## src/rtl/io_keys_conditioner_if.sv

```systemverilog
// Key-conditioner bus: raw pins and clear mask in, the LSU-facing key word out.
interface io_keys_conditioner_if #(
  parameter int unsigned NUM_KEYS = 4
);
  logic [NUM_KEYS-1:0] keys_raw;
  logic [NUM_KEYS-1:0] i_clr;
  logic [31:0]         io_keys_o;

  modport master (output keys_raw, output i_clr, input io_keys_o);
  modport slave  (input keys_raw, input i_clr, output io_keys_o);
endinterface

```

## src/rtl/io_keys_conditioner.sv

```systemverilog
// Synchronises, debounces and normalises board push-buttons, with sticky per-key press flags
// that software clears through a mask. Output word: levels in [NUM_KEYS-1:0], flags at bit 16.
module io_keys_conditioner #(
  parameter int unsigned NUM_KEYS        = 4,
  parameter int unsigned DEBOUNCE_CYCLES = 500000,
  parameter int unsigned ACTIVE_LOW      = 1
) (
  input logic                  clk,
  input logic                  rst_n,
  io_keys_conditioner_if.slave bus
);

  localparam int unsigned CntW = $clog2(DEBOUNCE_CYCLES + 1);
  localparam logic [CntW-1:0] CntMax = CntW'(DEBOUNCE_CYCLES - 1);
  localparam logic [NUM_KEYS-1:0] IdleRaw = (ACTIVE_LOW != 0) ? {NUM_KEYS{1'b1}}
                                                              : {NUM_KEYS{1'b0}};

  logic [NUM_KEYS-1:0] sync1_q, sync1_d;
  logic [NUM_KEYS-1:0] sync2_q, sync2_d;
  logic [NUM_KEYS-1:0] lvl_q, lvl_d;
  logic [NUM_KEYS-1:0] flag_q, flag_d;
  logic [CntW-1:0]     cnt_q [NUM_KEYS];
  logic [CntW-1:0]     cnt_d [NUM_KEYS];
  logic [NUM_KEYS-1:0] pressed;
  logic [NUM_KEYS-1:0] accept;
  logic [31:0]         keys_word;

  always_comb begin
    sync1_d = bus.keys_raw;
    sync2_d = sync1_q;
    pressed = (ACTIVE_LOW != 0) ? ~sync2_q : sync2_q;
    lvl_d   = lvl_q;
    flag_d  = flag_q;
    accept  = '0;
    for (int k = 0; k < NUM_KEYS; k++) begin
      cnt_d[k] = '0;
      if (pressed[k] != lvl_q[k]) begin
        if (cnt_q[k] == CntMax) begin
          accept[k] = 1'b1;
          lvl_d[k]  = pressed[k];
        end else begin
          cnt_d[k] = cnt_q[k] + 1'b1;
        end
      end
      // An accepted press beats a clear on the same edge; releases leave the flag alone.
      if (accept[k] && pressed[k]) begin
        flag_d[k] = 1'b1;
      end else if (bus.i_clr[k]) begin
        flag_d[k] = 1'b0;
      end
    end
  end

  always_ff @(posedge clk or negedge rst_n) begin
    if (!rst_n) begin
      sync1_q <= IdleRaw;
      sync2_q <= IdleRaw;
      lvl_q   <= '0;
      flag_q  <= '0;
      for (int k = 0; k < NUM_KEYS; k++) begin
        cnt_q[k] <= '0;
      end
    end else begin
      sync1_q <= sync1_d;
      sync2_q <= sync2_d;
      lvl_q   <= lvl_d;
      flag_q  <= flag_d;
      for (int k = 0; k < NUM_KEYS; k++) begin
        cnt_q[k] <= cnt_d[k];
      end
    end
  end

  always_comb begin
    keys_word                  = '0;
    keys_word[NUM_KEYS-1:0]    = lvl_q;
    keys_word[16 +: NUM_KEYS]  = flag_q;
  end

  assign bus.io_keys_o = keys_word;

endmodule

```

## src/flat_wrapper.sv

```systemverilog
// flat-port wrapper written by rule: the top's interface ports become plain ports
module io_keys_conditioner_flat 
#(
  parameter int unsigned NUM_KEYS        = 4,
  parameter int unsigned DEBOUNCE_CYCLES = 500000,
  parameter int unsigned ACTIVE_LOW      = 1
)
  (clk, rst_n, bus_keys_raw, bus_i_clr, bus_io_keys_o);
  io_keys_conditioner_if #(.NUM_KEYS(NUM_KEYS)) bus_i ();
  input logic clk;
  input logic rst_n;
  input wire logic [$bits(bus_i.keys_raw)-1:0] bus_keys_raw;
  input wire logic [$bits(bus_i.i_clr)-1:0] bus_i_clr;
  output wire logic [$bits(bus_i.io_keys_o)-1:0] bus_io_keys_o;
  assign bus_i.keys_raw = bus_keys_raw;
  assign bus_i.i_clr = bus_i_clr;
  assign bus_io_keys_o = bus_i.io_keys_o;
  io_keys_conditioner #(.NUM_KEYS(NUM_KEYS), .DEBOUNCE_CYCLES(DEBOUNCE_CYCLES), .ACTIVE_LOW(ACTIVE_LOW)) u_core (.clk(clk), .rst_n(rst_n), .bus(bus_i));
endmodule
```

## config.mk

```make
export PLATFORM = sky130hd
export DESIGN_NAME = io_keys_conditioner_flat
export DESIGN_NICKNAME = d
export VERILOG_FILES = /design/src/rtl/io_keys_conditioner_if.sv /design/src/rtl/io_keys_conditioner.sv /design/src/flat_wrapper.sv
export SDC_FILE = /design/constraint.sdc
export NUM_CORES = 1
export LEC_CHECK = 0
export CAP_MARGIN = 30
export CORE_UTILIZATION = 45
export DETAILED_ROUTE_END_ITERATION = 10
export GPL_TIMING_DRIVEN = 0
export PLACE_DENSITY = 0.63
export SLEW_MARGIN = 40
export SYNTH_ARGS = -nofsm -noshare
export SYNTH_HDL_FRONTEND = slang
export SYNTH_SLANG_ARGS = --single-unit
```

## constraint.sdc

```tcl
create_clock -name clk -period 2.1 [get_ports clk]
set_clock_uncertainty 0.2 [all_clocks]
set_input_delay 0.42 -clock clk [delete_from_list [all_inputs] [get_ports clk]]
set_output_delay 0.42 -clock clk [all_outputs]
set_load 0.1 [all_outputs]
```

==> results by group, run 1 <==
Floorplan
  – Die X: 103 um
  – Die ar.: 10600 um2
  – Core Region: 9820 um2
  – # rows: 36
  – Initial Util: 46.9%
  – Die span in y: 103 um
  – # IOs: 42

Critical path
  – Worst path arrival time: 2130 ps
  – CP delay by family, top: simple AND/OR/NAND/NOR gates
  – Critical R2R Capture: u_core.cnt_q[28]
  – Register-to-Register Path Depth: 6
  – Worst path max stage delay: 460 ps
  – Crit Path Class: flop to flop
  – Worst Setup SP: u_core.cnt_q[30]
  – CP bufs+invs: 2
  – Worst reg-to-reg setup slack: 8 ps
  – CP Launch Type: flop
  – Worst r2r src: u_core.cnt_q[30]
  – CP Max Fanout: 10
  – Req. time, crit path: 2140 ps
  – CP max stage cell: dfrtp_1
  – Crit path depth: 6
  – Worst setup path endpoint: u_core.cnt_q[28]
  – Cells along the critical path: nor4_1 > nand4_1 > buf_4 > o21ai_4 > buf_2 > nor2_1
  – CP Capture Type: flop

Drt
  – Antenna Violating Nets Remaining: 0
  – Drt initial violations: 139
  – DR vias: 3444
  – Vias per inst: 5.16
  – Final Routed Wirelength: 8470 um
  – Drt wl/cell: 12.7 um
  – DRC viols: 0
  – DRT Pass-1 Iters: 4

Clock tree
  – Clk sinks: 92
  – Reg clk slew, reported paths: 90 ps
  – CTS tree: yes
  – H-tree Lvls: 3
  – CTS buffer count: 9
  – Root Driver: clkbuf_8
  – Clk Latency, worst-skew pair: 350 ps
  – Max clock buf depth: 2

Run status
  – Status: finished clean

Global routing
  – First-pass GRT wire length: 14300 um
  – Gr usage total: 17.3%
  – Antenna violations before repair: 0
  – Largest net degree at the start of global routing: 62
  – Vias in the first global route: 3130
  – Grt ovf: 0

Pwr
  – Peak supply drop: 383 uV
  – Pwr/cell area: 643 nW/um2
  – Total power: 0.00347 W
  – Leakage: 2.19 nW

Yosys
  – Seq/Total Area, Yosys: 50.3%
  – Post-synth top flop: dfrtp_1
  – Mapped cell area: 4600 um2
  – Top post-synthesis cells by area: dfrtp_1 (46%), xnor2_1 (9.1%), nor2_1 (5.5%)
  – Top-area cell type share of the netlist area: 45.7%
  – Post-synth top area cell: dfrtp_1
  – Synth Instances: 464
  – Ys Warns: 0
  – Synth Register Bits: 92
  – Syn Area/Cell: 9.92 um2
  – Distinct cells, synth: 45
  – EDFF count, synth: 0
  – Synth async-reset ratio: 100%

Final layout
  – Layout cells sized above 1: 18.4%
  – Most frequent cells in the layout: dfrtp_1 (84), nor2_1 (67), xnor2_1 (48)
  – Ant. Diodes: 0
  – Most common cell after layout, fill and taps aside: dfrtp_1
  – Final net count: 543
  – Area grow syn2layout: 17.3%
  – Design Area, Final: 5400 um2

Min path
  – HP Class: flop to flop
  – Worst hold stages: 0
  – Hold_sp: u_core.sync1_q[3]

Placement
  – DP HPWL: 5660 um
  – Routability congestion estimate: 0.817
  – I/O Buffers: 17
  – Area after DPL: 5010 um2

STA
  – # setup viols final: 0
  – Min Hold Slack: 157 ps
  – Worst-margin pin slew: 583 ps
  – Slew Limit Fails: 0
  – Unrepaired setup endpoints after global routing: yes
  – Period utilisation layout: 99.6%
  – FMAX: 478 MHz
  – Min cycle time layout: 2090 ps
  – Endpoints failing hold: 0
  – Rel. slew slack: 60.7%

Run
  – Max-cap violations: 0
flip-flops by register name, summed over array words and instances, names as in the netlist:
name / cells
u_core.sync1_q: 4
u_core.lvl_q: 4
u_core.cnt_q: 76
u_core.flag_q: 4
u_core.sync2_q: 4
cell families after synthesis:
kind of cell,count (synthesis),share of synthesized area (%)
simple gates,220,25.6
flops,92,50.3
xor+xnor,58,11.0
buf+inv,48,6.34
compound gates,40,5.36
fa+ha+maj,4,1.09
other cells,1,0.0815
mux,1,0.218
metrics by stage:
step           setup TNS [ps]  worst slack, ps  cells  utilization, %
2_1_floorplan               0             76.8    487               -
3_3_place_gp          -267060            -2980    637            51.2
3_5_place_dp            -2590             -119    638            51.0
4_1_cts                     0             3.22    657            53.8
5_1_grt                  -461            -41.8    667            54.9
6_report                    0             7.74    667            54.9
cell usage after synthesis (3+ instances only):
master	n
nand4_1	19
buf_4	24
nor3_1	18
xor2_1	10
or4_1	6
nor4_1	18
o21ai_2	3
and3_1	9
nor2_1	67
ha_1	4
nand3_1	25
dfstp_2	8
nand2_1	21
nand3_2	3
xnor2_1	48
and2_1	5
buf_2	4
inv_1	16
or3_1	4
a21oi_1	10
o31ai_1	8
o21ai_0	14
dfrtp_1	84
nor4b_1	6
worst reg2reg max path, stage by stage (launching register included):
cell and delay, ps:
dfrtp_1 460, nor4_1 430, nand4_1 210, buf_4 190
o21ai_4 160, buf_2 250, nor2_1 80
report_power, final:
group | total, W | internal [W] | switching, W
clock network | 0.00128 | 0.000666 | 0.000617
registers | 0.00183 | 0.00180 | 0.0000254
logic | 0.000357 | 0.0000859 | 0.000271
metal layers:
layer  global-route usage [%]  routed length [um]  part of all wire (%)  vias to the layer above
met2                     27.9                3780                    45                       71
li1                         -                   -                     -                     1712
met3                     3.59                 365                   4.3                       13
met1                     22.9                4180                    49                     1648
met5                        0                   0                     0                        -
met4                     6.61                 143                   1.7                        0
repair_timing:
action,CTS,global route
hold endpoints to repair,31,0
pin swaps,2,5
hold buffers,1,0
setup endpoints to repair,40,36
gates resized for setup,5,7
buffers inserted,2,10
how the worst min path moves through the flow:
stage	endpoint	slack, ps
6_report	u_core.sync2_q[3]	160
4_1_cts	u_core.sync2_q[3]	160
2_1_floorplan	u_core.cnt_q[0]	-80
5_1_grt	u_core.sync2_q[3]	160
3_5_place_dp	u_core.cnt_q[16]	130
3_3_place_gp	u_core.sync2_q[1]	150
final cells by class:
class,instances,area (um2)
buffer,32,235
clock buffer,9,124
clock inverter,7,91.3
fill,905,4420
inverter,16,60.1
multi-input combinational,347,2150
sequential,92,2310
tap,133,166
timing repair buffer,31,259
Power figures use the tool's default switching activity.
==> run 2: changes to the inputs <==
==> constraint.sdc (replaced) <==
create_clock -name clk -period 2.1 [get_ports clk]
set_clock_uncertainty 0.2 [all_clocks]
set_input_delay 0.315 -clock clk [delete_from_list [all_inputs] [get_ports clk]]
set_output_delay 0.315 -clock clk [all_outputs]
set_load 0.1 [all_outputs]
==> results of run 2 <==
The final DEF is identical to that of run 1. Status: finished clean.
